**config.mk**
```make
export PLATFORM = sky130hd
export DESIGN_NAME = wb_port_arbiter
export DESIGN_NICKNAME = d
export VERILOG_FILES = /design/src/rtl/wb_port_arbiter_pkg.sv /design/src/rtl/wb_aux_fifo.sv /design/src/rtl/wb_port_arbiter.sv
export SDC_FILE = /design/constraint.sdc
export NUM_CORES = 1
export LEC_CHECK = 0
export ABC_AREA = 1
export ABC_CLOCK_PERIOD_IN_PS = 4700
export BUFFER_PORTS_ARGS = -buffer_cell sky130_fd_sc_hd__buf_2
export CAP_MARGIN = 20
export CORE_ASPECT_RATIO = 1.1
export CORE_UTILIZATION = 35
export CTS_CLUSTER_SIZE = 25
export DETAILED_ROUTE_END_ITERATION = 8
export PLACE_DENSITY_LB_ADDON = 0.12
export SLEW_MARGIN = 20
export SYNTH_ARGS = -nofsm -noshare
export SYNTH_HDL_FRONTEND = slang
export SYNTH_SLANG_ARGS = --single-unit
```
**constraint.sdc**
```tcl
create_clock -name clk -period 4.7 [get_ports clk]
set_input_delay 0.705 -clock clk [delete_from_list [all_inputs] [get_ports clk]]
set_output_delay 0.705 -clock clk [all_outputs]
set_load 0.01 [all_outputs]
```
**src/rtl/wb_port_arbiter_pkg.sv**
```systemverilog
// Shared types and constants for the register-file write-port arbiter.
package wb_port_arbiter_pkg;

    localparam int REG_ADDR_W = 5;
    localparam int REG_W      = 32;

    localparam logic [REG_ADDR_W-1:0] NOP_REG_ADDR  = '0;
    localparam logic [REG_W-1:0]      ZERO_WORD     = '0;
    localparam logic                  WRITE_ENABLE  = 1'b1;
    localparam logic                  WRITE_DISABLE = 1'b0;

    // Arbiter modes: NORMAL shares the port, REQ asks the pipeline to stall,
    // DRAIN owns the port for one buffered result.
    typedef enum logic [1:0] {
        ARB_NORMAL = 2'b00,
        ARB_REQ    = 2'b01,
        ARB_DRAIN  = 2'b10
    } arb_state_e;

    // One buffered long-latency result.
    typedef struct packed {
        logic [REG_ADDR_W-1:0] wd;
        logic [REG_W-1:0]      wdata;
    } aux_entry_t;

endpackage

```
**src/rtl/wb_aux_fifo.sv**
```systemverilog
// Age-ordered buffer of divider results. Slot 0 is always the oldest live
// entry; every cycle survivors are compacted toward slot 0 after pop and
// address kill, then a new entry is appended behind them.
module wb_aux_fifo
    import wb_port_arbiter_pkg::*;
#(
    parameter int DEPTH = 2,
    parameter int CNT_W = $clog2(DEPTH + 1)
) (
    input  logic                  clk,
    input  logic                  rst,
    input  logic                  push,
    input  logic [REG_ADDR_W-1:0] push_wd,
    input  logic [REG_W-1:0]      push_wdata,
    input  logic                  pop,
    input  logic                  kill,
    input  logic [REG_ADDR_W-1:0] kill_addr,
    output logic [REG_ADDR_W-1:0] head_wd,
    output logic [REG_W-1:0]      head_wdata,
    output logic                  empty,
    output logic                  full,
    output logic [CNT_W-1:0]      count
);

    aux_entry_t       mem_q [DEPTH];
    aux_entry_t       mem_d [DEPTH];
    logic [DEPTH-1:0] valid_q;
    logic [DEPTH-1:0] valid_d;

    // Keep surviving entries in age order, packed from slot 0, then append the push.
    always_comb begin
        int n;
        // NOTE: every output of this block gets a default before any branch so no latch is inferred.
        n       = 0;
        valid_d = '0;
        for (int j = 0; j < DEPTH; j++) mem_d[j] = mem_q[j];
        for (int i = 0; i < DEPTH; i++) begin
            if (valid_q[i] && !(pop && i == 0) && !(kill && mem_q[i].wd == kill_addr)) begin
                for (int j = 0; j < DEPTH; j++) begin
                    if (j == n) begin
                        mem_d[j]   = mem_q[i];
                        valid_d[j] = 1'b1;
                    end
                end
                n++;
            end
        end
        if (push) begin
            for (int j = 0; j < DEPTH; j++) begin
                if (j == n) begin
                    mem_d[j]   = '{wd: push_wd, wdata: push_wdata};
                    valid_d[j] = 1'b1;
                end
            end
        end
    end

    // Occupancy bits: cleared by reset, which discards every buffered result.
    always_ff @(posedge clk or negedge rst) begin
        // NOTE: state is updated with non-blocking assignments so all flops see pre-edge values.
        if (!rst) valid_q <= '0;
        else      valid_q <= valid_d;
    end

    // Payload storage.
    always_ff @(posedge clk) begin
        // NOTE: payload slots are deliberately not reset; the valid bits alone decide what is live.
        mem_q <= mem_d;
    end

    // Occupancy count for the pipeline-visible aux_pending.
    always_comb begin
        count = '0;
        for (int i = 0; i < DEPTH; i++) count = count + CNT_W'(valid_q[i]);
    end

    assign head_wd    = mem_q[0].wd;
    assign head_wdata = mem_q[0].wdata;
    assign empty      = !valid_q[0];
    assign full       = valid_q[DEPTH-1];

endmodule

```
**src/rtl/wb_port_arbiter.sv**
```systemverilog
// Shares the register-file write port between the MEM/WB stream and the
// divider. The pipeline has priority; divider results wait in a small FIFO
// and, if they wait too long, the arbiter stalls the pipeline to drain one.
module wb_port_arbiter
    import wb_port_arbiter_pkg::*;
#(
    parameter int DEPTH        = 2,
    parameter int STARVE_LIMIT = 4,
    parameter int PEND_W       = $clog2(DEPTH + 1)
) (
    input  logic              clk,
    input  logic              rst,
    input  logic              wb_wreg,
    input  logic [4:0]        wb_wd,
    input  logic [31:0]       wb_wdata,
    input  logic              aux_valid,
    output logic              aux_ready,
    input  logic [4:0]        aux_wd,
    input  logic [31:0]       aux_wdata,
    output logic              rf_we,
    output logic [4:0]        rf_waddr,
    output logic [31:0]       rf_wdata,
    output logic              stall_req,
    output logic [PEND_W-1:0] aux_pending
);

    localparam int STARVE_W = $clog2(STARVE_LIMIT + 1);

    arb_state_e          state_q, state_d;
    logic [STARVE_W-1:0] starve_q, starve_d;
    logic                pipe_req, grant_pipe, pop, push;
    logic                fifo_empty, fifo_full;
    logic [4:0]          head_wd;
    logic [31:0]         head_wdata;

    // Writes to r0 are architectural no-ops, so they never compete for the port.
    assign pipe_req  = wb_wreg && (wb_wd != NOP_REG_ADDR);
    assign aux_ready = rst && !fifo_full;

    // An aux result aimed at r0, or at the register the pipeline overwrites this
    // cycle, is stale on arrival: accept it but do not buffer it.
    assign push = aux_valid && aux_ready && (aux_wd != NOP_REG_ADDR)
               && !(grant_pipe && aux_wd == wb_wd);

    wb_aux_fifo #(.DEPTH(DEPTH), .CNT_W(PEND_W)) u_fifo (
        .clk        (clk),
        .rst        (rst),
        .push       (push),
        .push_wd    (aux_wd),
        .push_wdata (aux_wdata),
        .pop        (pop),
        .kill       (grant_pipe),
        .kill_addr  (wb_wd),
        .head_wd    (head_wd),
        .head_wdata (head_wdata),
        .empty      (fifo_empty),
        .full       (fifo_full),
        .count      (aux_pending)
    );

    // Port grant and arbiter next state.
    always_comb begin
        state_d    = state_q;
        grant_pipe = 1'b0;
        pop        = 1'b0;
        case (state_q)
            ARB_NORMAL: begin
                grant_pipe = pipe_req;
                pop        = !pipe_req && !fifo_empty;
                if (starve_q == STARVE_W'(STARVE_LIMIT)) state_d = ARB_REQ;
            end
            ARB_REQ: begin
                // The write already in MEM/WB still completes; the bubble arrives next cycle.
                grant_pipe = pipe_req;
                pop        = !pipe_req && !fifo_empty;
                state_d    = ARB_DRAIN;
            end
            ARB_DRAIN: begin
                // The head may already be gone (popped or killed during REQ); then just resume.
                pop     = !fifo_empty;
                state_d = ARB_NORMAL;
            end
            default: state_d = ARB_NORMAL;
        endcase
    end

    // Count cycles the head waits without the port; saturate rather than wrap.
    always_comb begin
        starve_d = starve_q;
        if (pop || fifo_empty)                      starve_d = '0;
        else if (starve_q != STARVE_W'(STARVE_LIMIT)) starve_d = starve_q + STARVE_W'(1);
    end

    // State, starve counter and registered write-port / stall outputs.
    always_ff @(posedge clk or negedge rst) begin
        if (!rst) begin
            state_q   <= ARB_NORMAL;
            starve_q  <= '0;
            stall_req <= 1'b0;
            rf_we     <= WRITE_DISABLE;
            rf_waddr  <= NOP_REG_ADDR;
            rf_wdata  <= ZERO_WORD;
        end else begin
            state_q   <= state_d;
            starve_q  <= starve_d;
            stall_req <= (state_d != ARB_NORMAL);
            if (grant_pipe) begin
                rf_we    <= WRITE_ENABLE;
                rf_waddr <= wb_wd;
                rf_wdata <= wb_wdata;
            end else if (pop) begin
                rf_we    <= WRITE_ENABLE;
                rf_waddr <= head_wd;
                rf_wdata <= head_wdata;
            end else begin
                rf_we    <= WRITE_DISABLE;
                rf_waddr <= NOP_REG_ADDR;
                rf_wdata <= ZERO_WORD;
            end
        end
    end

endmodule

```
* Word level (Yosys, flattened, before mapping)
Index checks and enable logic that the tools add are counted. Widths: inputs -> output; s select.
Storage, ports and cells: register bits 120, input bits 78, output and inout port bits 42, word-level logic and storage cells 77
Cells by class: $add $sub $neg 3, eq/ne operators 9, mux-type cells 26, reductions and logical operators 28
Operator list (count):
- $mux 74 | 2
- $mux 37 | 3
- $mux 32 | 3
- $logic_not 32->1 | 2
- $eq 2x32->1 const A | 1
- $eq 5x5->1 | 3
- $logic_and 1x1->1 | 12
- $mux 5 | 2
- $reduce_bool 5->1 | 2
- $mux 1 | 9
- $logic_not 1->1 | 7
- $mux 2 | 3
- $mux 3 | 2
- $pmux 2 s2 | 1
- $reduce_bool 2->1 | 2
- $add 3x1->3 const B | 1
- $eq 3x3->1 const B | 1
- $ne 3x3->1 const B | 1
- $add 1x1->2 | 1
- $add 1x1->2 const B | 1
- $eq 2x1->1 const B | 1
- $eq 2x2->1 const B | 1
- $logic_not 2->1 | 1
- $pmux 1 s2 | 1
- other kinds (3) | 3

* Depth between registers and ports, before layout
Gate-level depths: netlist of run 1.
depth in word-level cells 14, depth in mapped cells 15, depth with buffers taken out 12

* Hierarchy
From an unflattened synthesis of run 1, not the netlist that was laid out.
Second synthesis, totals: cells, all modules 753, area total of the unflattened synthesis 5990.7 µm²
Modules (own cells, without submodules):
- wb_aux_fifo | times used 1, cells each 529, area an instance 4102.7 µm², seq. area each 1901.8 µm²
- wb_port_arbiter | times used 1, cells each 224, area an instance 1888.1 µm², seq. area each 1101.1 µm²

* Least setup slack after synthesis of run 1
OpenSTA, ideal clock, no wires.
path kind input port to flip-flop, start in wb_wd[3], end reg u_fifo.mem_q[0] (netlist bit) (enable), library setup time 431 ps, data arrival time 3505 ps, data required time 4269 ps, path slack 764 ps, stages 13, buffers on the path 2, cell sequence buf_2 -> nor2_4 -> nand3_2 -> nand2_4 -> nand2_4 -> nand2_4 -> inv_2 -> nand2_4 -> buf_2 -> inv_1 -> ha_1 -> inv_1 -> nor2_1
On the way: word-level cells in the longest chain between the ends 14, elaborated cells on any way between the ends 26, those cells by class add/sub (1); eq/ne (4); mux (6); reduce/logical (15)
Ends and longest elaborated chain:
- from (decl) | line wb_port_arbiter.sv:14 | input logic [4:0] wb_wd,
- $reduce_bool 5->1 | line wb_port_arbiter.sv:37 | assign pipe_req = wb_wreg && (wb_wd != NOP_REG_ADDR);
- $logic_and 1x1->1 | line wb_port_arbiter.sv:37
- $logic_not 1->1 | line wb_port_arbiter.sv:69, wb_port_arbiter.sv:75
- $logic_and 1x1->1 | line wb_port_arbiter.sv:69, wb_port_arbiter.sv:75
- $pmux 1 s2 | line wb_port_arbiter.sv:66 | case (state_q)
- $logic_not 1->1 | line wb_aux_fifo.sv:38 | if (valid_q[i] && !(pop && i == 0) && !(kill && mem_q[i].wd == kill_addr)) begin
- $logic_and 1x1->1 (2 in a row) | line wb_aux_fifo.sv:38
- $mux 1 | line wb_aux_fifo.sv:38
- $add 1x1->2 | line wb_aux_fifo.sv:45 | n++;
- $mux 32 | line wb_aux_fifo.sv:38
- $eq 2x32->1 | line wb_aux_fifo.sv:50 | if (j == n) begin
- $mux 37 | line wb_aux_fifo.sv:50
- $mux 74 * | line wb_aux_fifo.sv:48 | if (push) begin
- to (signal assigned) | line wb_aux_fifo.sv:68 | mem_q <= mem_d;
- to (decl) | line wb_aux_fifo.sv:25 | aux_entry_t mem_q [DEPTH];
Mark *: on every way between the ends. The rest lies on a longest branch, timed or not. A chain may end at the register's enable or synchronous reset.

* Worst setup path after layout of run 1
start reg state_q[1], end reg u_fifo.mem_q[12] (netlist bit) (enable)
On the way: word-level cells in the longest chain between the ends 12, elaborated cells on any way between the ends 23, those cells by class add/sub (1); eq/ne (3); mux (6); reduce/logical (13)
Ends and longest elaborated chain:
- from (decl) | line wb_port_arbiter.sv:29 | arb_state_e state_q, state_d;
- from (signal assigned) | line wb_port_arbiter.sv:104 | state_q <= state_d;
- $eq 2x1->1 / $logic_not 2->1 (equally long branches) | line wb_port_arbiter.sv:66
- $reduce_or 2->1 (no line)
- $pmux 1 s2 / $mux 1 (equally long branches) | line wb_port_arbiter.sv:66
- $logic_not 1->1 / $logic_and 1x1->1 (equally long branches) | line wb_aux_fifo.sv:38
- $logic_and 1x1->1 / $logic_not 1->1 (equally long branches) | line wb_aux_fifo.sv:38
- $logic_and 1x1->1 | line wb_aux_fifo.sv:38
- $mux 1 | line wb_aux_fifo.sv:38
- $add 1x1->2 | line wb_aux_fifo.sv:45
- $mux 32 | line wb_aux_fifo.sv:38
- $eq 2x32->1 | line wb_aux_fifo.sv:50
- $mux 37 | line wb_aux_fifo.sv:50
- $mux 74 * | line wb_aux_fifo.sv:48
Marks and branches as above.

==> results of run 1 <==
## final cells by class
type,instances,share of cell area
sequential,120,0.447
multi-input combinational,360,0.266
timing repair buffer,123,0.0931
clock buffer,21,0.0717
inverter,127,0.0713
tap,196,0.0365
clock inverter,11,0.0143
## path summary, 6_finish.rpt
check	end	cells past startpoint	startpoint	slack, ns
max in group asynchronous	rf_wdata[11]	2	rst	3.87
min in group clk	rf_wdata[21]	2	u_fifo.head_wdata[21]	0.46
worst max register to register	u_fifo.mem_q[12]	10	state_q[1]	1.49
worst min register to register	rf_wdata[21]	2	u_fifo.head_wdata[21]	0.46
worst max-delay path	u_fifo.mem_q[12]	10	state_q[1]	1.49
worst min-delay path	rf_waddr[0]	2	rst	0.41
## registers in the layout (all words and copies together) (netlist names)
signal	count
u_fifo.mem_q	37
u_fifo.head_wdata	32
starve_q	3
u_fifo.valid_q	2
u_fifo.head_wd	5
stall_req	1
rf_we	1
rf_wdata	32
state_q	2
rf_waddr	5
## cells in the final DEF (no fill, tap or decap)
cell type                    count
sky130_fd_sc_hd__nand2_1       157
sky130_fd_sc_hd__inv_1         124
sky130_fd_sc_hd__buf_2         119
sky130_fd_sc_hd__nand3_1        67
sky130_fd_sc_hd__dfrtp_1        46
sky130_fd_sc_hd__nor2_1         45
sky130_fd_sc_hd__dfxtp_1        37
sky130_fd_sc_hd__edfxtp_1       37
sky130_fd_sc_hd__o21ai_0        28
sky130_fd_sc_hd__clkbuf_16      18
sky130_fd_sc_hd__nand3_2        13
sky130_fd_sc_hd__xnor2_1        10
sky130_fd_sc_hd__o21ai_1         8
sky130_fd_sc_hd__xor2_1          6
sky130_fd_sc_hd__ha_1            6
sky130_fd_sc_hd__nand2_4         5
sky130_fd_sc_hd__clkinv_2        5
sky130_fd_sc_hd__buf_4           4
sky130_fd_sc_hd__a21oi_1         3
sky130_fd_sc_hd__nor2_2          2
sky130_fd_sc_hd__nor2_4          2
sky130_fd_sc_hd__inv_2           2
sky130_fd_sc_hd__nor3_1          2
sky130_fd_sc_hd__o22ai_1         2
sky130_fd_sc_hd__clkinv_4        2
sky130_fd_sc_hd__clkinvlp_4      2
sky130_fd_sc_hd__clkbuf_8        2
sky130_fd_sc_hd__a21oi_4         1
sky130_fd_sc_hd__inv_4           1
sky130_fd_sc_hd__nand4_2         1
sky130_fd_sc_hd__nand2_2         1
sky130_fd_sc_hd__o31ai_1         1
sky130_fd_sc_hd__bufinv_16       1
sky130_fd_sc_hd__inv_6           1
sky130_fd_sc_hd__clkbuf_1        1
## through the flow
stage	cell area (um2)	utilization
floorplan	5470	-
global placement	6140	0.405
detailed placement	6140	0.405
CTS	6720	0.443
global route	6720	0.443
finish	6720	0.443
## kinds of logic (layout without fill, tap and decap cells)
family,after synthesis,after routing,share of synthesized area
AO/OA/AOI/OAI,43,43,0.0423
XOR/XNOR,16,16,0.0256
adder cells (fa/ha/maj),6,6,0.0137
buffers and inverters,159,282,0.125
flip-flops,120,120,0.549
AND/OR/NAND/NOR,295,295,0.244
## cells in the mapped netlist (all sizes together)
| cell | n | share of area |
|---|---|---|
| dfrtp | 46 | 0.21 |
| nand4 | 1 | 0.0023 |
| clkbuf | 7 | 0.0050 |
| nor3 | 2 | 0.0018 |
| nand2 | 163 | 0.12 |
| buf | 25 | 0.033 |
| o21ai | 36 | 0.033 |
| inv | 127 | 0.088 |
| edfxtp | 37 | 0.20 |
| xnor2 | 10 | 0.016 |
| a21oi | 4 | 0.0057 |
| o31ai | 1 | 0.0014 |
| nand3 | 80 | 0.085 |
| ha | 6 | 0.014 |
| nor2 | 49 | 0.036 |
| o22ai | 2 | 0.0023 |
| xor2 | 6 | 0.0096 |
| dfxtp | 37 | 0.14 |
## power by group through the flow
| stage | logic, W | registers [W] | clock network [W] |
|---|---|---|---|
| 2_1_floorplan | 0.000860 | 0.00161 | 0 |
| 3_3_place_gp | 0.00121 | 0.00156 | 0 |
| 3_5_place_dp | 0.00124 | 0.00157 | 0 |
| 4_1_cts | 0.00124 | 0.00155 | 0.00128 |
| 5_1_grt | 0.00141 | 0.00158 | 0.00133 |
| 6_report | 0.00121 | 0.00154 | 0.00125 |
## per-layer routing
layer / vias up / track usage
met3: 21 / 0.0527
met1: 1913 / 0.205
met5: - / 0
met2: 96 / 0.290
met4: 0 / 0.0638
li1: 2172 / -
==> run summary, run 1 <==
The flow ran to the end, and the final reports show no timing, DRC or antenna violations. Entering global routing, the biggest net connects 47 pins. The worst-case setup slack after placement is 1.05 ns, and the critical path arrival is 3.29 ns. For this design the ratio of total power to cell area is 596 nW/um2. The per-cell routed wire length was 13.2 um.

Dividing the detail-routed via count by the number of cells gives 4.39. The clock skew is 0.00775 ns. Detailed-route wire length: 12600 um. Internal power comes to 0.00263 W.

Yosys printed 0 warnings. The final setup violation count was 0; the count of input and output buffers was 119. The tools report the H-tree depth as 4. The highest cell delay on the worst timing path works out to 0.43 ns.

The run gives 655 um as the routed wire length on met3. The share of total power in sequential cells is 0.386, and the placed cell count is 926. The switching portion of total power is 0.342. The logs give 0 for the hold violation total from the final report and 0.833 for the placer congestion estimate. The layout has 1577 filler cells. The share of the clock period used by the worst path after layout is 0.682, and the required time of the critical path is 4.79 ns. The top layer reached by signal wires was met4. The number of buffers and inverters on the critical path is 4. Registers take 3000 um2.

The tools report the maximum clock frequency as 312 MHz. After clock tree synthesis, the clock-pin slew on the worst setup and hold paths is 0.06 ns. The initial antenna violation count was 0; the number of gates resized after cts was 0. The design draws 0.00400 W. 0 antenna diodes ended up in the layout. In this run the count of I/O pins placed on the die edge is 120. The CTS sink count was 120.

The run gives 16100 um2 as the die area. The HPWL after detailed placement is 8610 um. The ratio of cells with drive above 1 in the final layout came out at 0.239. The slew at the pin closest to its max-slew limit is 0.756 ns. TritonCTS built the clock tree.

The post-route met1 wirelength is 5590 um. The run gives 17 as the TritonCTS buffer count. Smallest hold slack: 0.414 ns.

Measured along the y axis, the die boundary spans 133 um. The combinational power share came out at 0.302. In this run the static leakage power is 3.56 nW. The region available for standard cell placement spans 15200 um2. CTS placed an instance of sky130_fd_sc_hd__clkbuf_16 at the clock tree root. The initial DRC count was 166; the total vias in the final route was 4202.

The signal on the critical path passes through nor2_1 -> nand2_4 -> inv_4 -> nand3_2 -> nand2_4 -> inv_1 -> ha_1 -> inv_1 -> nor2_4 -> buf_4. Once detail routing completed, the nets flagged for antenna violations numbered 0. Cell with the largest stage delay on the worst path: sky130_fd_sc_hd__nand2_4. The logs give 0 for the final count of pins violating max slew and 2 for the deepest clock path buffer count. The die is 121 um wide.

Once layout is complete, the cells apart from fillers number 958. The post-synthesis net count was 723. The worst max-slew margin expressed relative to the limit is 0.494. The tools report the portion of the post-synthesis area used by sequential elements as 0.549. The worst ir drop on vdd was 0.000328 V; the post-detailed-route DRC marker count was 0.

Clock latency on the worst-skew pair, taken at its later pin, is 0.42 ns. STA classifies the critical path startpoint as a register. The tools report the total standard cell area after synthesis as 5470 um2. The net count of the finished layout came out at 833. A synthesized cell averages 8.56 um2. The tools report the total routing resource utilization after global routing as 0.172. For this run the aggregate overflow at the end of global routing stands at 0.

The worst path in the final design needs a cycle of 3.21 ns, including I/O delays and setup. The clock share of power was 0.312; the met2 wire length was 6140 um. Setup repair after global routing left no endpoint under its margin. Along the worst path, the maximum fanout reaches 41. The tools report the number of search-and-repair iterations in the first detailed-routing pass as 4. The aggregate negative setup slack was 0 ns. The tools report the smallest setup slack after layout as 1.49 ns.

STA classifies the critical path endpoint as a register. The logs give 0.360 for the initial core utilization and 0 for the count of max-cap constraint violations. Counting every instance in the synthesized netlist gives 639.

The number of standard-cell rows in the floorplan was 47; the wire length of the first global-routing pass was 21000 um. The number of buffers added to fix hold violations after cts came out at 0. For the number of global-route vias before repair, the log shows 4371. The number of different library cells used by synthesis comes to 30. For this design the total switching power over the nets is 0.00137 W. The run gives 1790 um2 as the multi-input combinational cell area. The tools report the buffers inserted during post-CTS setup optimization as 0. Family of cells with the greatest summed delay on the critical path: simple AND/OR/NAND/NOR gates. The critical path is of the reg -> reg type. Classification of the worst-slack hold path: in -> async. The area growth from synthesis to layout came out at 22.9%. After synthesis the netlist holds a flip-flop and latch count of 120.
Power figures use the tool's default switching activity.
==> inputs of run 2 (changes only) <==
--- a/config.mk
+++ b/config.mk
@@ -5,8 +5,8 @@
 export SDC_FILE = /design/constraint.sdc
 export NUM_CORES = 1
 export LEC_CHECK = 0
-export ABC_AREA = 1
-export ABC_CLOCK_PERIOD_IN_PS = 4700
+export ABC_AREA = 0
+export ABC_CLOCK_PERIOD_IN_PS = 3160
 export BUFFER_PORTS_ARGS = -buffer_cell sky130_fd_sc_hd__buf_2
 export CAP_MARGIN = 20
 export CORE_ASPECT_RATIO = 1.1
==> constraint.sdc (replaced) <==
create_clock -name clk -period 3.16 [get_ports clk]
set_input_delay 0.474 -clock clk [delete_from_list [all_inputs] [get_ports clk]]
set_output_delay 0.474 -clock clk [all_outputs]
set_load 0.01 [all_outputs]
==> run 2 against run 1 <==
  * Synthesized cell count shrank 29%
  * Die area shrank 2.8%
  * Combinational power rose by 50%
  * Wire length is 7.9% higher
  * Critical path type unchanged
  * First-iteration DRC count increased by 59%
  * Critical path depth increased by 2
  * Largest power group unchanged
  * Core utilization rose by 1.7 points
  * Highest routed layer unchanged
  * Sequential share of layout area barely moved
  * Area after synthesis fell by 2.8%
  * Fmax grew 20%
  * Clock power is 52% higher
==> run summary, run 2 <==
The per-cell routed wire length is 17.6 um (was 13.2 um), and the share of total power in sequential cells is 0.387 (was 0.386). The initial DRC count came out at 264 (was 166). The largest area contributor in the netlist is sky130_fd_sc_hd__dfrtp_1 (unchanged). The startpoint class of the critical path was a register (unchanged).

The number of buffers added to fix hold violations after cts was 0 (unchanged); the post-detailed-route count of antenna-violating nets was 0 (unchanged). The multi-input combinational cell area was 2090 um2 (was 1790 um2). The critical path arrival was 3.00 ns (was 3.29 ns); the wire length of the first global-routing pass was 21600 um (was 21000 um). The post-detailed-route DRC marker count is 0 (unchanged). The total vias in the final route was 3870 (was 4202).

Top post-synthesis cells by count: 79 x sky130_fd_sc_hd__nand2_1, 46 x sky130_fd_sc_hd__dfrtp_1, 43 x sky130_fd_sc_hd__o211ai_1 (was 158 x sky130_fd_sc_hd__nand2_1, 124 x sky130_fd_sc_hd__inv_1, 67 x sky130_fd_sc_hd__nand3_1, 46 x sky130_fd_sc_hd__dfrtp_1, 46 x sky130_fd_sc_hd__nor2_1). The logs give 120 (unchanged) for the number of top-level pins and 0.502 (was 0.494) for the worst max-slew margin expressed relative to the limit. The async set-reset flop share out of synthesis is 0.383 (unchanged). Highest cell delay on the worst timing path: 0.43 ns (about the same). The worst hold path was traced through 2 stages. The logs give 0 (unchanged) for the number of inserted diodes and 2.92 nW (was 3.56 nW) for the leakage power of the design.

The tools report the clock latency reported for the late side of the worst-skew pair as 0.42 ns (about the same). The unique cell type count in the Yosys netlist is 37 (was 30). The logs give 0.0438 (was 0.0527) for the met3 track utilization from global routing and 1388 (was 1577) for the number of filler cells placed in the layout. The global routing usage on met2 was 0.310 (was 0.290). For the TritonCTS buffer count, the log shows 17 (unchanged). The overall die height came out at 131 um (was 133 um). The global-route track usage on met1 was 0.220 (was 0.205). The most used routing layer in global routing was met2 (unchanged). For the number of standard-cell rows in the floorplan, the log shows 46 (was 47). The total standard cell area after synthesis was 5320 um2 (was 5470 um2). The reg-to-reg endpoint is u_fifo.head_wdata[4] (was u_fifo.mem_q[12]). Number of gates resized after cts: 0 (unchanged). The tools report the maximum number of pins on one net before global-route repair as 47 (unchanged). The count of state elements after synthesis was 120 (unchanged).

The area of the placeable core was 14600 um2 (was 15200 um2). The largest driver fanout on the critical path is 33 (was 41). The required time of the critical path was 3.49 ns (was 4.79 ns); the remaining global-route overflow was 0 (unchanged). The final count of pins violating max slew is 0 (unchanged). The CTS sink count came out at 120 (unchanged). The run finished with clean final reports.

The logs give 0.364 (was 0.360) for the initial core utilization and 0 (unchanged) for the count of max-cap constraint violations. The logs give 4037 (was 4371) for the number of global-route vias before repair and 0 (unchanged) for the hold violation total from the final report. The run gives 0.314 (was 0.312) as the clock share of power. Worst hold path endpoint: rf_wdata[19].

Root buffer cell: sky130_fd_sc_hd__clkbuf_16 (unchanged). The switching portion of total power was 0.333 (was 0.342). For the net count of the finished layout, the log shows 651 (was 833).

The final HPWL from detailed placement was 8610 um (about the same); the area growth from synthesis to layout was 26.4% (was 22.9%). The placer congestion estimate came out at 0.780 (was 0.833). The H-tree depth came out at 4 (unchanged).

Setup repair after global routing left no endpoint under its margin. For the maximum clock frequency, the log shows 375 MHz (was 312 MHz). The tools report the detailed-route wire length as 13600 um (was 12600 um).

The width of the chip came out at 119 um (was 121 um). For the worst ir drop on vdd, the log shows 0.000351 V (was 0.000328 V). The total routing resource utilization after global routing is 0.181 (was 0.172), and the switching power summed over all nets is 0.00202 W (was 0.00137 W). The share of the clock period used by the worst path after layout is 0.844 (was 0.682).

The slew at the pin closest to its max-slew limit was 0.740 ns (was 0.756 ns). The capturing element type of the critical path was a register (unchanged). Top flip-flop cell by instance count after synthesis: sky130_fd_sc_hd__dfrtp_1 (unchanged). The top-area cell type share of the netlist area came out at 0.217 (was 0.210).

The area used by sequential logic in the layout came out at 3000 um2 (unchanged). The ratio of cells with drive above 1 in the final layout was 0.357 (was 0.239). The slack of the worst reg-to-reg path came out at 0.49 ns (was 1.49 ns). TritonCTS built the clock tree. The worst reg2reg path startpoint was state_q[1] (unchanged).

For the final setup violation count, the log shows 0 (unchanged). The detail-routed via count per cell works out to 5.01 (was 4.39). The cell count of the worst reg-to-reg path was 12 (was 10). The most common cell in the synthesized netlist was sky130_fd_sc_hd__nand2_1 (unchanged). The tools report the design internal power as 0.00404 W (was 0.00263 W). Cell with the largest stage delay on the worst path: sky130_fd_sc_hd__dfrtp_1 (was sky130_fd_sc_hd__nand2_4). The leading cell type in the layout, fill and taps excluded was sky130_fd_sc_hd__buf_2 (was sky130_fd_sc_hd__nand2_1).

The post-synthesis net count is 537 (was 723), and the number of search-and-repair iterations in the first detailed-routing pass is 4 (unchanged). Most used cells in the layout excluding fill and tap cells: 119 x sky130_fd_sc_hd__buf_2, 79 x sky130_fd_sc_hd__nand2_1, 46 x sky130_fd_sc_hd__dfrtp_1 (was 157 x sky130_fd_sc_hd__nand2_1, 124 x sky130_fd_sc_hd__inv_1, 119 x sky130_fd_sc_hd__buf_2). The number of warning messages in the yosys log came out at 0 (unchanged). The buffers inserted during post-CTS setup optimization was 0 (unchanged). The startpoint identified for the worst hold timing path is wb_wdata[19]. The power density over the cells works out to 902 nW/um2 (was 596 nW/um2). The number of instances in the synthesized netlist is 453 (was 639), and the combinational power share is 0.300 (was 0.302). The mean area per synthesized cell works out to 11.7 um2 (was 8.56 um2). Cell types with the largest area share after synthesis: sky130_fd_sc_hd__dfrtp_1 22%, sky130_fd_sc_hd__edfxtp_1 21%, sky130_fd_sc_hd__dfxtp_1 14%, sky130_fd_sc_hd__o211ai_2 7.3%, sky130_fd_sc_hd__a22o_1 6.1% (was sky130_fd_sc_hd__dfrtp_1 21%, sky130_fd_sc_hd__edfxtp_1 20%, sky130_fd_sc_hd__dfxtp_1 14%, sky130_fd_sc_hd__nand2_1 11%, sky130_fd_sc_hd__inv_1 8.5%). Sequence of cells on the critical path: nand2b_1 -> a21oi_4 -> and4_4 -> nor2_1 -> inv_1 -> ha_1 -> nand4b_1 -> a21oi_1 -> o21a_1 -> buf_12 -> nand2_1 -> o211ai_1 (was nor2_1 -> nand2_4 -> inv_4 -> nand3_2 -> nand2_4 -> inv_1 -> ha_1 -> inv_1 -> nor2_4 -> buf_4).

The logs give 0 ns (unchanged) for the aggregate negative setup slack and 2 (unchanged) for the deepest clock path buffer count. The clock skew is 0.0190 ns (was 0.00775 ns), and the number of flops mapped to enable cells by yosys is 37 (unchanged). The count of input and output buffers came out at 119 (unchanged). Classification of the worst-slack hold path: in -> reg (was in -> async). The classification of the worst setup path is reg -> reg (unchanged). The time the worst path needs with I/O delays and setup is 2.67 ns (was 3.21 ns).

The post-CTS clock slew at the launch and capture registers of the worst setup and hold paths came out at 0.06 ns (about the same). The die area is 15700 um2 (was 16100 um2), and the portion of the post-synthesis area used by sequential elements is 0.565 (was 0.549). The tools report the initial antenna violation count as 0 (unchanged). The final core area utilization is 0.460 (was 0.443). For the smallest hold slack, the log shows 0.274 ns (was 0.414 ns).

The register with the most flip-flops is u_fifo.mem_q (unchanged). The number of flip-flops in the largest register was 37 (unchanged).
-- run 2: cell count changes in the layout (fill, tap and decap cells not counted), sizes merged, moves of 3 or more --
cell      previous run  this run
o21ai               36         2
and2                 0        37
nor2                49         9
nand2              163        79
clkinv               7         2
inv                128        10
buf                123       134
nand3               80         1
nor2b                0         3
clkinvlp             2         5
nor3                 2         6
o211ai               0        74
a22o                 0        37
-- run 2: cell families after synthesis --
| family | Yosys count | share of synthesized area |
|---|---|---|
| AO/OA/AOI/OAI | 124 | 0.217 |
| XOR/XNOR | 16 | 0.0264 |
| adder cells (fa/ha/maj) | 6 | 0.0141 |
| buffers and inverters | 46 | 0.0497 |
| flip-flops | 120 | 0.565 |
| multiplexers | 1 | 0.00188 |
| AND/OR/NAND/NOR | 140 | 0.126 |
-- run 2: cell type report --
cell class                      instances  area share
Clock inverter                         11      0.0166
Sequential cell                       120       0.447
Inverter                                7     0.00391
Timing Repair Buffer                  134       0.114
Clock buffer                           21      0.0717
Multi-Input combinational cell        287       0.311
Tap cell                              192      0.0358
-- run 2: through the flow --
| step | cells | worst slack, ns | area (um2) | power (W) |
|---|---|---|---|---|
| after floorplan | 453 | 0.136 | 5320 | 0.00360 |
| after global placement | 739 | 0.393 | 6100 | 0.00413 |
| after CTS | 771 | 0.487 | 6690 | 0.00611 |
| final | 772 | 0.492 | 6720 | 0.00606 |
| after detailed placement | 739 | 0.336 | 6100 | 0.00419 |
| after global routing | 772 | 0.248 | 6720 | 0.00642 |
-- run 2: power by group through the flow --
stage	combinational, W	clock (W)	sequential, W
after CTS	0.00182	0.00194	0.00235
after global placement	0.00177	0	0.00236
after floorplan	0.00124	0	0.00237
final	0.00181	0.00190	0.00234
after detailed placement	0.00181	0	0.00238
after global routing	0.00200	0.00202	0.00240
-- run 2: how the worst max path moves through the flow --
stage               start              endpoint  slack (ns)  depth (start not counted)
3_3_place_gp     wb_wd[1]      u_fifo.mem_q[12]        0.39                          7
4_1_cts        state_q[1]     u_fifo.head_wd[0]        0.49                         11
6_report       state_q[1]  u_fifo.head_wdata[4]        0.49                         12
2_1_floorplan    wb_wd[1]       u_fifo.mem_q[0]        0.14                          8
3_5_place_dp     wb_wd[1]      u_fifo.mem_q[21]        0.34                          7
5_1_grt        state_q[1]     u_fifo.head_wd[4]        0.25                         12
-- run 2: worst max-delay path: cells and delay by family, from the launching register on --
| family | cells | cell delay (ns) |
|---|---|---|
| compound gates | 4 | 0.89 |
| flops | 1 | 0.43 |
| simple gates | 5 | 0.77 |
| fa+ha+maj | 1 | 0.16 |
| buf+inv | 2 | 0.32 |
-- run 2: routing by layer --
layer,wire length (um),vias to the layer above
met5,0,-
met4,131,0
met3,687,10
met2,6950,105
met1,5840,1901
li1,-,1854
==> inputs of run 3 (changes only) <==
--- a/config.mk
+++ b/config.mk
@@ -6,7 +6,7 @@
 export NUM_CORES = 1
 export LEC_CHECK = 0
 export ABC_AREA = 0
-export ABC_CLOCK_PERIOD_IN_PS = 3160
+export ABC_CLOCK_PERIOD_IN_PS = 2300
 export BUFFER_PORTS_ARGS = -buffer_cell sky130_fd_sc_hd__buf_2
 export CAP_MARGIN = 20
 export CORE_ASPECT_RATIO = 1.1
==> constraint.sdc (replaced) <==
create_clock -name clk -period 2.3 [get_ports clk]
set_input_delay 0.345 -clock clk [delete_from_list [all_inputs] [get_ports clk]]
set_output_delay 0.345 -clock clk [all_outputs]
set_load 0.01 [all_outputs]
==> run 3 against run 2 <==
  * Sequential power up 37%
  * Clock skew shrank 0.013 ns
  * Non-clock buffer count is 27 higher
  * Fmax rose by 22%
  * Clock-buffer cell count decreased by 3
  * Power is 50% higher
  * Critical path type unchanged
==> run summary, run 3 (synthesized netlist as in run 2, its figures left out) <==
The run finished with clean final reports. Final count of pins violating max slew: 0 (unchanged). The total vias in the final route is 4001 (was 3870). The logs give 46 (unchanged) for the number of standard-cell rows in the floorplan and 47 (unchanged) for the maximum number of pins on one net before global-route repair. Sequence of cells on the critical path: xor2_1 -> nor3_1 -> buf_4 -> a41oi_4 -> inv_2 -> ha_1 -> nand4b_1 -> a21oi_2 -> buf_4 -> o21ai_4 -> buf_12 -> nand2_1 -> o211ai_2 (was nand2b_1 -> a21oi_4 -> and4_4 -> nor2_1 -> inv_1 -> ha_1 -> nand4b_1 -> a21oi_1 -> o21a_1 -> buf_12 -> nand2_1 -> o211ai_1). The wire length of the first global-routing pass was 21800 um (was 21600 um).

The switching portion of total power was 0.310 (was 0.333); the per-cell routed wire length was 17.3 um (was 17.6 um). The run gives 0 (unchanged) as the remaining global-route overflow. The classification of the worst setup path was reg -> reg (unchanged).

The tools report the initial core utilization as 0.364 (unchanged). For the combinational power share, the log shows 0.308 (was 0.300). The highest cell delay on the worst timing path works out to 0.40 ns (was 0.43 ns). The TritonCTS buffer count was 17 (unchanged). The root buffer cell was sky130_fd_sc_hd__clkbuf_16 (unchanged). The clock skew was 0.00582 ns (was 0.0190 ns). The leading cell type in the layout, fill and taps excluded was sky130_fd_sc_hd__buf_2 (unchanged). The final HPWL from detailed placement was 9170 um (was 8610 um); the width of the chip was 119 um (unchanged).

Cell with the largest stage delay on the worst path: sky130_fd_sc_hd__edfxtp_1 (was sky130_fd_sc_hd__dfrtp_1). The number of buffers added to fix hold violations after cts was 0 (unchanged); the post-CTS clock slew at the launch and capture registers of the worst setup and hold paths was 0.05 ns (was 0.06 ns). The capturing element type of the critical path is a register (unchanged). The switching power summed over all nets came out at 0.00281 W (was 0.00202 W).

The number of global-route vias before repair came out at 4226 (was 4037). The logs give 120 (unchanged) for the number of top-level pins and 0.000674 V (was 0.000351 V) for the worst ir drop on vdd. The CTS sink count came out at 120 (unchanged).

The run gives 0.42 ns (about the same) as the clock latency reported for the late side of the worst-skew pair. TritonCTS built the clock tree. The worst max-slew margin expressed relative to the limit is 0.391 (was 0.502). The tools report the number of inserted diodes as 0 (unchanged). The number of filler cells placed in the layout is 1374 (was 1388). Most used cells in the layout excluding fill and tap cells: 119 x sky130_fd_sc_hd__buf_2, 78 x sky130_fd_sc_hd__nand2_1, 46 x sky130_fd_sc_hd__dfrtp_1 (was 119 x sky130_fd_sc_hd__buf_2, 79 x sky130_fd_sc_hd__nand2_1, 46 x sky130_fd_sc_hd__dfrtp_1). The smallest hold slack is 0.105 ns (was 0.274 ns), and the initial DRC count is 209 (was 264). Setup repair after global routing could not meet its margin everywhere. The final setup violation count was 0 (unchanged); the detail-routed via count per cell was 5.01 (about the same). The overall die height was 131 um (unchanged). The placer congestion estimate was 0.751 (was 0.780); the clock share of power was 0.338 (was 0.314).

The area of the placeable core was 14600 um2 (unchanged); the critical path arrival was 2.47 ns (was 3.00 ns). The slew at the pin closest to its max-slew limit is 0.911 ns (was 0.740 ns). The ratio of cells with drive above 1 in the final layout is 0.397 (was 0.357), and the initial antenna violation count is 0 (unchanged).

The family of cells with the greatest summed delay on the critical path is buffers and inverters (was compound AO/OA/AOI/OAI gates). The run gives 0.114 ns (was 0.492 ns) as the smallest setup slack after layout. The tools report the area used by sequential logic in the layout as 3000 um2 (unchanged).

The count of input and output buffers was 119 (unchanged); the detailed-route wire length was 13800 um (was 13600 um). The largest driver fanout on the critical path works out to 19 (was 33). The startpoint class of the critical path was a register (unchanged). The design internal power was 0.00627 W (was 0.00404 W); the share of total power in sequential cells was 0.353 (was 0.387). The global-route track usage on met1 was 0.225 (was 0.220).

For the count of max-cap constraint violations, the log shows 0 (unchanged). Maximum clock frequency: 458 MHz (was 375 MHz). Classification of the worst-slack hold path: in -> async (was in -> reg).

The area growth from synthesis to layout works out to 33.4% (was 26.4%). The logs give 0.181 (about the same) for the total routing resource utilization after global routing and 2120 um2 (was 2090 um2) for the multi-input combinational cell area. Post-detailed-route DRC marker count: 0 (unchanged). The register with the most flip-flops was u_fifo.mem_q (unchanged). The number of flip-flops in the largest register works out to 37 (unchanged). H-tree depth: 4 (unchanged). Met3 track utilization from global routing: 0.0421 (was 0.0438). The share of the clock period used by the worst path after layout was 0.950 (was 0.844); the worst-case setup slack after placement was -0.0672 ns (was 0.336 ns). The power density over the cells works out to 1280 nW/um2 (was 902 nW/um2). Most numerous cell on the critical path: sky130_fd_sc_hd__buf_4. The number of search-and-repair iterations in the first detailed-routing pass is 4 (unchanged), and the time the worst path needs with I/O delays and setup is 2.19 ns (was 2.67 ns).

For the global routing usage on met2, the log shows 0.297 (was 0.310). For the net count of the finished layout, the log shows 678 (was 651). Leakage power of the design: 3.13 nW (was 2.92 nW). Hold violation total from the final report: 0 (unchanged). Deepest clock path buffer count: 2 (unchanged). The tools report the post-detailed-route count of antenna-violating nets as 0 (unchanged).

Most used routing layer in global routing: met2 (unchanged). The required time of the critical path was 2.59 ns (was 3.49 ns). The total buffers and inverters traversed by the critical path works out to 4 (was 2). The die area came out at 15700 um2 (unchanged).
[run 3: cell types whose count changed in the layout (fill, tap and decap cells not counted), sizes merged]
cell      previous run  this run
clkinvlp             5         2
buf                134       160
clkbuf              21        19
bufinv               1         7
inv                 10         7
clkinv               2         5
[run 3: metrics by stage]
step | setup TNS, ns | cells | util | total power (W) | instance area, um2
floorplan | 0 | 453 | - | 0.00503 | 5400
global placement | -1.18 | 762 | 0.434 | 0.00595 | 6350
detailed placement | -1.70 | 762 | 0.434 | 0.00600 | 6350
CTS | 0 | 794 | 0.481 | 0.00913 | 7030
global route | -0.134 | 799 | 0.485 | 0.00956 | 7090
finish | 0 | 799 | 0.485 | 0.00909 | 7090
[run 3: layout make-up]
type	instances	area share
sequential	120	0.424
multi-input combinational	287	0.299
timing repair buffer	161	0.143
clock buffer	18	0.0605
clock inverter	14	0.0357
tap	192	0.0339
inverter	7	0.00371
[run 3: power groups by stage]
| stage | Clock (W) | Combinational, W | Sequential, W |
|---|---|---|---|
| final | 0.00307 | 0.00280 | 0.00321 |
| after global placement | 0 | 0.00271 | 0.00324 |
| after global routing | 0.00322 | 0.00307 | 0.00327 |
| after CTS | 0.00314 | 0.00277 | 0.00322 |
| after floorplan | 0 | 0.00178 | 0.00325 |
| after detailed placement | 0 | 0.00275 | 0.00325 |
[run 3: worst paths after layout]
path	from	endpoint	slack (ns)	cells past startpoint
max	u_fifo.mem_q[36]	u_fifo.head_wdata[18]	0.11	13
min	rst	rf_wdata[2]	0.10	2
max reg2reg	u_fifo.mem_q[36]	u_fifo.head_wdata[18]	0.11	13
min reg2reg	u_fifo.head_wdata[7]	rf_wdata[7]	0.47	1
max in group asynchronous	rst	rf_wdata[15]	1.77	2
min in group clk	wb_wdata[20]	rf_wdata[20]	0.15	2
[run 3: repair_timing]
action,CTS,global route
hold endpoints to repair,0,0
buffers inserted,0,4
gates resized for setup,0,3
setup endpoints to repair,0,37
[run 3: worst reg2reg max path, cell delays in order, from the launching register on]
cell,delay (ns)
sky130_fd_sc_hd__edfxtp_1,0.40
sky130_fd_sc_hd__xor2_1,0.18
sky130_fd_sc_hd__nor3_1,0.20
sky130_fd_sc_hd__buf_4,0.15
sky130_fd_sc_hd__a41oi_4,0.12
sky130_fd_sc_hd__inv_2,0.09
sky130_fd_sc_hd__ha_1,0.14
sky130_fd_sc_hd__nand4b_1,0.10
sky130_fd_sc_hd__a21oi_2,0.14
sky130_fd_sc_hd__buf_4,0.13
sky130_fd_sc_hd__o21ai_4,0.07
sky130_fd_sc_hd__buf_12,0.16
sky130_fd_sc_hd__nand2_1,0.10
sky130_fd_sc_hd__o211ai_2,0.08
[run 3: metal layers]
| layer | share of wire | wire [um] | vias to the layer above |
|---|---|---|---|
| li1 | - | - | 1921 |
| met1 | 0.45 | 6190 | 1953 |
| met2 | 0.49 | 6740 | 107 |
| met3 | 0.047 | 644 | 20 |
| met4 | 0.016 | 221 | 0 |
| met5 | 0 | 0 | - |
